### config.mk
export PLATFORM = sky130hd
export DESIGN_NAME = axi2apb_rd_burst
export DESIGN_NICKNAME = d
export VERILOG_FILES = /design/src/rtl/axi2apb_rd_burst.sv
export SDC_FILE = /design/constraint.sdc
export NUM_CORES = 1
export LEC_CHECK = 0
export CORE_ASPECT_RATIO = 1.5
export CORE_MARGIN = 2
export CORE_UTILIZATION = 35
export DETAILED_ROUTE_END_ITERATION = 10
export PLACE_DENSITY = 0.58
export SLEW_MARGIN = 20
export SYNTH_ARGS = -nofsm -noshare
export SYNTH_HDL_FRONTEND = slang
export SYNTH_SLANG_ARGS = --single-unit
export TNS_END_PERCENT = 10
### constraint.sdc
create_clock -name clk -period 4.6 [get_ports clk]
set_input_delay 0.92 -clock clk [delete_from_list [all_inputs] [get_ports clk]]
set_output_delay 0.92 -clock clk [all_outputs]
set_load 0.03 [all_outputs]
### src/rtl/axi2apb_rd_burst.sv
// axi2apb_rd_burst
// Watches APB read transfers driven by an upstream AXI-to-APB bridge,
// captures each returned beat, and queues it as an AXI R-channel response.
// Each 32-bit APB word goes into the RDATA lane that the beat address selects.
// Lane selection treats the AXI data width as a multiple of 32 bits. The
// legal widths are 32, 64, 128 and 256. The FIFO depth must be a power of two
// and at least 2.
//
// Ports
//   clk, rst            : single clock, synchronous active-high reset
//   psel/penable/pwrite : APB bus observation (pwrite transfers are ignored)
//   pready/pslverr      : APB completion and slave error
//   prdata              : APB read data (32 bits)
//   cmd_start           : one-cycle pulse that starts a new read burst
//   cmd_len             : beats-1 of the current burst
//   cmd_id              : AXI ID of the current burst
//   cmd_addr            : current beat address (picks the RDATA lane)
//   cmd_err             : the current beat is a decode/slave error
//   rd_stall            : upstream must not start a new APB read setup phase
//   finish_rd           : pulses when the last beat of a burst is accepted on R
//   ovf_err             : sticky, set when a captured beat was dropped
//   RID..RVALID, RREADY : AXI R channel
module axi2apb_rd_burst #(
  parameter int AXI_ID_WIDTH   = 6,
  parameter int AXI_DATA_WIDTH = 64,
  parameter int APB_ADDR_WIDTH = 12,
  parameter int FIFO_DEPTH     = 4
) (
  input  logic                      clk,
  input  logic                      rst,
  input  logic                      psel,
  input  logic                      penable,
  input  logic                      pwrite,
  input  logic                      pready,
  input  logic                      pslverr,
  input  logic [31:0]               prdata,
  input  logic                      cmd_start,
  input  logic [7:0]                cmd_len,
  input  logic [AXI_ID_WIDTH-1:0]   cmd_id,
  input  logic [APB_ADDR_WIDTH+3:0] cmd_addr,
  input  logic                      cmd_err,
  output logic                      rd_stall,
  output logic                      finish_rd,
  output logic                      ovf_err,
  output logic [AXI_ID_WIDTH-1:0]   RID,
  output logic [AXI_DATA_WIDTH-1:0] RDATA,
  output logic [1:0]                RRESP,
  output logic                      RLAST,
  output logic                      RVALID,
  input  logic                      RREADY
);

  localparam int LANES = AXI_DATA_WIDTH / 32;
  localparam int PTR_W = $clog2(FIFO_DEPTH);
  localparam int CNT_W = PTR_W + 1;
  localparam logic [CNT_W-1:0] DEPTH_C   = CNT_W'(FIFO_DEPTH);
  localparam logic [CNT_W-1:0] DEPTH_M1C = CNT_W'(FIFO_DEPTH - 1);

  logic                      capture;
  logic                      push;
  logic                      pop;
  logic [AXI_DATA_WIDTH-1:0] wr_data;
  logic [1:0]                wr_resp;
  logic                      wr_last;
  logic [7:0]                cur_beat;
  logic [7:0]                beat_cnt;
  logic [CNT_W-1:0]          count;
  logic [PTR_W-1:0]          wr_ptr;
  logic [PTR_W-1:0]          rd_ptr;
  logic                      unused_addr;

  logic [AXI_ID_WIDTH-1:0]   mem_id   [FIFO_DEPTH];
  logic [AXI_DATA_WIDTH-1:0] mem_data [FIFO_DEPTH];
  logic [1:0]                mem_resp [FIFO_DEPTH];
  logic                      mem_last [FIFO_DEPTH];

  // Only the lane bits of cmd_addr matter here; the rest belong upstream.
  assign unused_addr = ^cmd_addr;

  assign capture = psel & penable & ~pwrite & pready;
  assign pop     = RVALID & RREADY;
  // A full FIFO can still take a beat when the head leaves in the same cycle.
  assign push    = capture & ((count < DEPTH_C) | pop);

  // Place the APB word in its lane and zero every other lane.
  generate
    if (LANES > 1) begin : g_lanes
      localparam int LANE_BITS = $clog2(LANES);
      logic [LANE_BITS-1:0] lane;
      assign lane = cmd_addr[2 +: LANE_BITS];
      always_comb begin
        wr_data = '0;
        wr_data[32*lane +: 32] = prdata;
      end
    end else begin : g_single_lane
      assign wr_data = prdata;
    end
  endgenerate

  // cmd_err is upstream's own decode failure and outranks the slave error.
  assign wr_resp = cmd_err ? 2'b10 : (pslverr ? 2'b11 : 2'b00);

  // A capture that coincides with cmd_start is beat 0 of the new burst.
  assign cur_beat = cmd_start ? 8'd0 : beat_cnt;
  assign wr_last  = (cur_beat == cmd_len);

  // Control state: pointers, occupancy, beat counter and the sticky overflow.
  always_ff @(posedge clk) begin
    if (rst) begin
      count    <= '0;
      wr_ptr   <= '0;
      rd_ptr   <= '0;
      beat_cnt <= 8'd0;
      ovf_err  <= 1'b0;
    end else begin
      if (push) wr_ptr <= wr_ptr + 1'b1;
      if (pop)  rd_ptr <= rd_ptr + 1'b1;
      if (push && !pop)      count <= count + 1'b1;
      else if (pop && !push) count <= count - 1'b1;
      // A dropped beat leaves beat_cnt alone, so the burst position stays
      // aligned with what actually reached the R channel.
      if (push)           beat_cnt <= wr_last ? 8'd0 : cur_beat + 8'd1;
      else if (cmd_start) beat_cnt <= 8'd0;
      if (capture && !push) ovf_err <= 1'b1;
    end
  end

  // Entry storage needs no reset; occupancy alone says what is valid.
  always_ff @(posedge clk) begin
    if (push) begin
      mem_id[wr_ptr]   <= cmd_id;
      mem_data[wr_ptr] <= wr_data;
      mem_resp[wr_ptr] <= wr_resp;
      mem_last[wr_ptr] <= wr_last;
    end
  end

  // Outputs come from the head entry only (no bypass), and they are forced
  // quiet while rst is high, even before the clearing edge arrives.
  assign RVALID    = ~rst & (count != '0);
  assign RID       = rst ? '0 : mem_id[rd_ptr];
  assign RDATA     = rst ? '0 : mem_data[rd_ptr];
  assign RRESP     = rst ? 2'b00 : mem_resp[rd_ptr];
  assign RLAST     = ~rst & (count != '0) & mem_last[rd_ptr];
  assign rd_stall  = ~rst & (count >= DEPTH_M1C);
  assign finish_rd = RVALID & RREADY & RLAST;

endmodule

==> metrics, run 1 <==
reg-to-reg slack, setup=2.14 ns; share of the synthesized area in the top cell type=0.693; Final Critical Period=3.77 ns; Die W=159 um; Total GRT Usage=0.134; core area=0.0357 sq mm; Hold EP=ovf_err; insertion delay to the later sink of the worst-skew pair=0.55 ns; Die ar.=0.0377 sq mm; Syn. warnings=0; Hold Path Class=reg2reg; setup TNS=0 ns; multiplexer share of the synthesized area=0.131; n_diodes=0; clk_skew=0.00686 ns; Min Hold Slack=0.474 ns; fin nets=910; Max Root-Sink Buffers=3; status=completed; Top Ports=149; RR Endpoint=count[2]; CP required=3.68 ns; wire per inst=19.0 um; # rows=85; Final Instance Area=0.0157 sq mm; largest area contributor in the netlist=edfxtp_1; Synth async-reset ratio=0; CTS resizes=0; P per Cell Area=394 mW/mm^2; Die Y=237 um; XOR/XNOR share of the synthesized area=0.00623; Post-synth EDFFs=292; final hold violation count=0; max-slew violation count=0; top-count cell post-synth=edfxtp_1; ys flop type=edfxtp_1; fill count=3177; mean post-synth cell area=18.4 sq um; Post-synth top cells=edfxtp_1 (292), nor2b_1 (110), mux4_2 (73); largest net degree at the start of global routing=74; TritonCTS Buffers=30; CP Class=reg2out; crit-path max FO=73; first-pass GRT wire length=39.2 mm; gp weighted congestion=0.734; # setup viols final=0; vias in the first global route=6915; Hold-fix buffers, CTS=0; Compound-Gate Fraction of Synth Area=0.0184; worst r2r src=count[2]; Hold Crit Depth=2; Synth Cell Area=0.0127 sq mm; layout cells sized above 1=0.178; Seq/Total Area, Yosys=0.722; CTS tree=done; area of the multi-input gates=0.00334 sq mm; Final Cycle Share=0.819; syn_nets=768; Yosys reg bits=310; worst path cell trace=buf_12 -> mux4_2 -> nor2b_1 -> clkdlybuf4s50_1; unrepaired setup endpoints after global routing=false; vias per cell=4.80; Gate Count Post-Synth=689; VDD IR-drop max=0.000273 V; Slew @ Worst Pin=0.772 ns; DRC viols=0; Post-Synth Simple-Gate Area=0.100; CP max-delay cell=clkdlybuf4s50_1; static leakage=4.93 nW; Synth cell types=46; HP Start=ovf_err; Overflow after GRT=0; H-tree Lvls=1; max-capacitance violation count=0; Worst Path Arrival=2.85 ns; Adder-Cell Fraction of Synth Area=0.00752; Routed Antenna Nets=0; Area contributors post-synth=edfxtp_1 (69%), mux4_2 (13%), nor2b_1 (5.4%), dfxtp_1 (2.8%), and2_1 (1.8%); R2R cell count=10; HPWL Detailed=15.0 mm; Area growth syn-to-layout=23.8%; initial antenna violation count=0; initial drt markers=348; startpoint types=flop; Cell Area, Placed=0.0146 sq mm; Initial Util=0.354; TritonRoute pass-1 iters=5; Crit. End Element=output pin; postcts setup bufs=0; CTS clock-pin slew for the worst setup and hold paths=0.06 ns; main combinational cell family by area after synthesis=multiplexers; register area=0.00914 sq mm; Peak Freq=0.266 GHz; worst rel slew slack=0.485; Worst path max stage delay=0.64 ns; Vias=6402; input/output buffers=133; Routed WL=25.4 mm; Sink Count=310; clock root buffer=clkbuf_16
[where the power goes]
group          total, mW  switching [mW]  internal [mW]
sequential          3.12          0.0112           3.11
combinational      0.528           0.275          0.253
clock               2.53            1.02           1.51
total               6.17            1.31           4.86
[layer usage]
| layer | vias to the layer above | GRT usage | wire, um | share of wire |
|---|---|---|---|---|
| met5 | - | 0 | 0 | 0 |
| met4 | 0 | 0.0402 | 425 | 0.017 |
| met3 | 28 | 0.0194 | 870 | 0.034 |
| met2 | 119 | 0.250 | 13700 | 0.54 |
| met1 | 3299 | 0.160 | 10400 | 0.41 |
| li1 | 2956 | - | - | - |
[per-stage QoR]
step                setup slack, ns  power [mW]  cells   util
finish                        0.835        6.17   1333  0.438
global route                  0.671        6.39   1333  0.438
CTS                           0.727        6.27   1333  0.438
detailed placement            0.937        3.72   1277  0.409
global placement              0.953        3.71   1277  0.409
floorplan                     0.748        3.51    689      -
[worst max-delay path, delay by kind of cell (launching register included)]
kind | cells | cell delay, ns
DFF | 1 | 0.35
and+or+nand+nor | 1 | 0.18
buffers and inverters | 2 | 1.12
muxes | 1 | 0.57
[cell type report]
class,instances,area share
sequential,310,0.583
multi-input combinational,334,0.213
timing repair buffer,149,0.0978
clock buffer,37,0.0529
tap,478,0.0382
clock inverter,19,0.0133
inverter,6,0.00144
[placed cells by master, fill, tap and decap left out, types with 2 or more instances in the layout]
cell type / netlist / final
buf_4: 0 / 10
clkdlybuf4s50_1: 0 / 131
clkinv_2: 0 / 7
and2_4: 0 / 4
o211ai_2: 2 / 2
clkbuf_16: 0 / 31
bufinv_16: 0 / 4
dfxtp_1: 18 / 16
xor2_1: 6 / 6
nand2_1: 13 / 13
xnor2_1: 3 / 3
clkbuf_1: 27 / 3
inv_1: 6 / 6
edfxtp_1: 292 / 292
nand3_1: 3 / 3
nor2b_1: 110 / 110
nor2_1: 16 / 16
o31ai_1: 3 / 3
mux4_2: 73 / 73
clkbuf_8: 0 / 3
o21bai_1: 3 / 3
o21ai_1: 3 / 3
o2bb2ai_1: 2 / 2
and3_1: 3 / 3
o22ai_1: 4 / 4
o21ai_0: 3 / 3
and2_1: 37 / 33
and4b_1: 2 / 2
buf_12: 0 / 7
nor3_1: 6 / 6
nand4bb_1: 3 / 3
dfxtp_4: 0 / 2
clkinv_4: 0 / 3
a21oi_1: 7 / 7
ha_1: 6 / 6
nand2b_1: 7 / 7
clkinv_1: 0 / 3
or3_1: 2 / 2
nor3b_1: 2 / 2
[registers in the layout, indices dropped and copies added (netlist names), named ones only]
signal and flops:
mem_last 4, wr_ptr 2, mem_data 256, mem_resp 8, mem_id 24, rd_ptr 2
count 3, ovf_err 1, beat_cnt 8
[worst max-delay path by stage]
stage                       from             end  slack [ns]  depth (start not counted)
final                       flop       RDATA[53]        0.83                          4
after global routing        flop       RDATA[47]        0.67                          4
after CTS                   flop       RDATA[18]        0.73                          4
after detailed placement  RREADY        count[2]        0.94                         11
after global placement    RREADY        count[2]        0.95                         11
after floorplan              rst  mem_data[1][0]        0.75                          6
[kinds of logic (layout without fill, tap and decap cells)]
kind of cell,Yosys count,after routing
simple gates,211,211
buf+inv,45,211
compound gates,33,33
fa+ha+maj,7,7
flops,310,310
xor+xnor,9,9
mux,74,74
Power figures use the tool's default switching activity.
==> inputs of run 2 (changes only) <==
Settings changed: PLACE_DENSITY 0.58 to 0.6.
Clock period 4.6 ns to 3.1 ns, I/O delays scaled along.
==> metrics, run 2 (synthesis results as in run 1) <==
RR Endpoint=count[2]; combinational power share=0.085 (about the same); fin nets=919 (+0.99%); top flop regs=mem_data (256), mem_id (24); worst r2r src=count[2]; Hold Path Class=reg2reg; Power Total=9.11 mW (+48%); clock root buffer=clkbuf_16; CP required=2.48 ns (-1.20 ns); CP Class=reg2out; Die Y=237 um (unchanged); Top reg by flops=mem_data; worst path cell trace=buf_16 -> mux4_2 -> nor2b_1 -> dlygate4sd2_1; Worst Path Arrival=2.37 ns (-0.48 ns); Total GRT Usage=0.138 (+0.00410); startpoint types=flop; DRC viols=0 (unchanged); Hold-fix buffers, CTS=0 (unchanged); internal power=7.18 mW (+48%); clk_skew=0.00746 ns (+0.000606 ns); Clock power frac=0.407 (-0.003); max-capacitance violation count=0 (unchanged); Net Sw Frac=0.212 (-0.000297); Area growth syn-to-layout=24.4%; initial antenna violation count=0 (unchanged); Die W=159 um (unchanged); worst rel slew slack=0.598 (+0.113); status=completed; unrepaired setup endpoints after global routing=true; static leakage=5.22 nW (+5.7%); core area=0.0357 sq mm (unchanged); max-slew violation count=0 (unchanged); insertion delay to the later sink of the worst-skew pair=0.55 ns (about the same); CTS tree=done; Die ar.=0.0377 sq mm (unchanged); reg-to-reg slack, setup=1.01 ns (-1.13 ns); VDD IR-drop max=0.000373 V (+37%); Cell Area, Placed=0.0148 sq mm (+1.1%); TritonRoute pass-1 iters=4 (-1); cell depth of the worst setup path=4 (unchanged); Overflow after GRT=0 (unchanged); CP max-delay cell=mux4_2; Initial Util=0.354 (unchanged); final hold violation count=0 (unchanged); commonest non-fill, non-tap cell in the layout=edfxtp_1; layout cells sized above 1=0.192 (+0.0144); HPWL Detailed=15.5 mm (+3.1%); first-pass GRT wire length=40.5 mm (+3.3%); Final Critical Period=2.99 ns; Slew @ Worst Pin=0.603 ns (-0.170 ns); placed cells=1285 (+0.63%); H-tree Lvls=1 (unchanged); R2R cell count=9 (-1); Peak Freq=0.335 GHz; wire per inst=19.5 um (+2.2%); Seq pwr share=0.508 (+0.003); vias in the first global route=6935 (+0.29%); CP delay by family, top=buffers and inverters; Max Root-Sink Buffers=3 (unchanged); Worst path max stage delay=0.54 ns (-0.10 ns); Post-Layout Cell Count=1342 (+0.68%); vias per cell=4.83 (+0.57%); # rows=85 (unchanged); n_diodes=0 (unchanged); max reg flops=256 (unchanged); crit-path max FO=37 (-49%); Final Cycle Share=0.964; Top Ports=149 (unchanged); crit path to=RDATA[14]; input/output buffers=133 (unchanged); crit path buf inv count=2 (unchanged); Sink Count=310 (unchanged); gp weighted congestion=0.734 (about the same); P per Cell Area=579 mW/mm^2 (+47%); Routed WL=26.1 mm (+2.9%); CTS clock-pin slew for the worst setup and hold paths=0.06 ns (about the same); largest net degree at the start of global routing=44 (-41%); # setup viols final=0 (unchanged); Psw=1.93 mW (+47%); TritonCTS Buffers=30 (unchanged); initial drt markers=373 (+7.2%); most frequent cells in the layout=edfxtp_1 (292), nor2b_1 (110), mux4_2 (73), clkdlybuf4s50_1 (57), dlygate4sd2_1 (57); Crit. End Element=output pin; Vias=6482 (+1.2%); Routed Antenna Nets=0 (unchanged); setup TNS=0 ns (unchanged); Final Instance Area=0.0157 sq mm (+0.50%)
[run 2: power groups by stage]
stage	Sequential, mW	Clock (mW)	Combinational, mW
after global placement	4.71	0	0.817
final	4.63	3.71	0.777
after detailed placement	4.71	0	0.822
after CTS	4.62	3.82	0.789
after global routing	4.63	3.98	0.840
after floorplan	4.71	0	0.497
[run 2: layout make-up]
type                       instances  area [sq um]
inverter                           6          22.5
clock inverter                    14           171
timing repair buffer             158          1640
tap                              478           598
multi-input combinational        334          3340
sequential                       310          9140
fill                            3194         20000
clock buffer                      42           837
[run 2: timing repair]
item	CTS	global route
cloned	0	1
resized for setup	70	17
setup endpoints to repair	69	1
setup buffers	0	0
[run 2: metrics by stage]
| stage | worst slack, ns | hold WS (ns) | util |
|---|---|---|---|
| CTS | -0.163 | 0.463 | 0.440 |
| finish | 0.111 | 0.471 | 0.441 |
| global route | 0.000199 | 0.496 | 0.441 |
| floorplan | -0.452 | 0.469 | - |
| detailed placement | 0.290 | 0.460 | 0.414 |
| global placement | 0.310 | 0.448 | 0.414 |
[run 2: worst register-to-register path: stages (launching register included)]
cell     delay, ns
dfxtp_1       0.35
nor3_1        0.21
nor2_1        0.11
nand2_1       0.14
ha_1          0.19
inv_1         0.06
fa_1          0.37
xor2_1        0.15
or3_1         0.30
a21oi_1       0.14
[run 2: worst min-delay path by stage]
stage | start | to | slack, ns | depth (start not counted)
finish | ovf_err | ovf_err | 0.47 | 2
global route | rst | ovf_err | 0.50 | 2
CTS | rst | rd_ptr[0] | 0.46 | 2
detailed placement | ovf_err | ovf_err | 0.46 | 2
global placement | ovf_err | ovf_err | 0.45 | 2
floorplan | wr_ptr[1] | wr_ptr[1] | 0.47 | 2
[run 2: routing by layer]
metal,vias to the layer above,GRT usage,wire [um],part of all wire
li1,2980,-,-,-
met1,3327,0.168,10600,0.40
met2,144,0.255,13900,0.53
met3,31,0.0226,1220,0.047
met4,0,0.0377,465,0.018
met5,-,0,0,0
==> inputs of run 3 (changes only) <==
Settings changed: CTS_BUF_LIST set to sky130_fd_sc_hd__clkbuf_2 sky130_fd_sc_hd__clkbuf_4 sky130_fd_sc_hd__clkbuf_8.
==> metrics, run 3 (synthesis results as in run 1) <==
status=completed; worst r2r src=count[2]; TritonCTS Buffers=47 (+57%); Worst Path Arrival=2.34 ns (-0.03 ns); Min Hold Slack=0.474 ns (+0.00288 ns); Total GRT Usage=0.140 (+0.00200); Die ar.=0.0377 sq mm (unchanged); Top Ports=149 (unchanged); vias per cell=4.82 (-0.11%); Sink Count=310 (unchanged); first-pass GRT wire length=40.7 mm (+0.41%); fin nets=935 (+1.7%); clk_skew=0.0242 ns (+0.0167 ns); postcts setup bufs=0 (unchanged); core area=0.0357 sq mm (unchanged); crit-path max FO=37 (unchanged); Slew @ Worst Pin=0.600 ns (-0.00249 ns); # rows=85 (unchanged); Area growth syn-to-layout=23.2%; Final Instance Area=0.0156 sq mm (-0.98%); clock root buffer=clkbuf_8; Max Root-Sink Buffers=3 (unchanged); startpoint types=flop; commonest non-fill, non-tap cell in the layout=edfxtp_1; Peak Freq=0.338 GHz (+1.0%); HP Start=ovf_err; Vias=6586 (+1.6%); initial antenna violation count=1 (+1); Crit. End Element=output pin; CTS resizes=71 (+1.4%); unrepaired setup endpoints after global routing=false; Routed Antenna Nets=0 (unchanged); Hold-fix buffers, CTS=0 (unchanged); vias in the first global route=7059 (+1.8%); initial drt markers=383 (+2.7%); CTS tree=done; Post-Layout Cell Count=1365 (+1.7%); Initial Util=0.354 (unchanged); gp weighted congestion=0.734 (unchanged); Cell Area, Placed=0.0148 sq mm (unchanged); Top reg by flops=mem_data; insertion delay to the later sink of the worst-skew pair=0.56 ns (about the same); static leakage=5.18 nW (-0.75%); Final Cycle Share=0.954 (-0.0100); HPWL Detailed=15.5 mm (unchanged); H-tree Lvls=2 (+1); top flop regs=mem_data (256), mem_id (24); most frequent cells in the layout=edfxtp_1 (292), nor2b_1 (110), mux4_2 (73), dlygate4sd2_1 (65), clkdlybuf4s50_1 (57); max-slew violation count=0 (unchanged); TritonRoute pass-1 iters=4 (unchanged); wire per inst=19.1 um (-1.9%); CP Class=reg2out; Overflow after GRT=0 (unchanged); Routed WL=26.1 mm (-0.22%); Final Critical Period=2.96 ns (-0.0310 ns); max reg flops=256 (unchanged); layout cells sized above 1=0.210 (+0.0178); DRC viols=0 (unchanged); CP required=2.48 ns (about the same); # setup viols final=0 (unchanged); Hold Path Class=reg2reg; fill count=3212 (+0.56%); placed cells=1285 (unchanged); P per Cell Area=547 mW/mm^2 (-5.5%); VDD IR-drop max=0.000339 V (-9.3%); max-capacitance violation count=0 (unchanged); worst rel slew slack=0.600 (+0.00166); Die Y=237 um (unchanged); Power Total=8.52 mW (-6.4%); input/output buffers=133 (unchanged); Die W=159 um (unchanged); CTS clock-pin slew for the worst setup and hold paths=0.06 ns (about the same); final hold violation count=0 (unchanged); largest net degree at the start of global routing=44 (unchanged)
-- run 3: per-stage QoR --
stage,util,setup TNS (ns),setup slack (ns)
global placement,0.414,0,0.310
global route,0.436,0,0.00223
finish,0.436,0,0.142
floorplan,-,-99.01,-0.452
CTS,0.436,0,0.0303
detailed placement,0.414,0,0.290
-- run 3: report_power, final --
| group | internal, mW | switching, mW |
|---|---|---|
| registers | 4.61 | 0.0167 |
| clock network | 1.69 | 1.44 |
| logic | 0.355 | 0.413 |
| total | 6.65 | 1.87 |
-- run 3: path summary, 6_finish.rpt --
path         slack [ns]  cells after the start         to
min                0.47                      2    ovf_err
min reg2reg        0.47                      2    ovf_err
max reg2reg        1.01                      9   count[2]
max                0.14                      4  RDATA[25]
-- run 3: per-layer routing --
layer  GRT usage  wire length, um
met1       0.165            10500
met2       0.254            13900
met3      0.0277             1120
met4      0.0515              579
met5           0                0
-- run 3: area by class of cell --
cell class              count  area [sq um]  area share
multi-input cells         334          3340       0.214
clock buffers              69           825      0.0529
diodes                      1          2.50    0.000161
well taps                 478           598      0.0384
clock inverters            10          40.0     0.00257
inverters                   6          22.5     0.00144
repair buffers            157          1630       0.104
flip-flops and latches    310          9140       0.586
-- run 3: critical path, cell delays in order, from the launching register on --
cell	delay, ns
dfxtp_4	0.39
buf_16	0.27
mux4_2	0.58
nor2b_1	0.16
clkdlybuf4s15_1	0.34
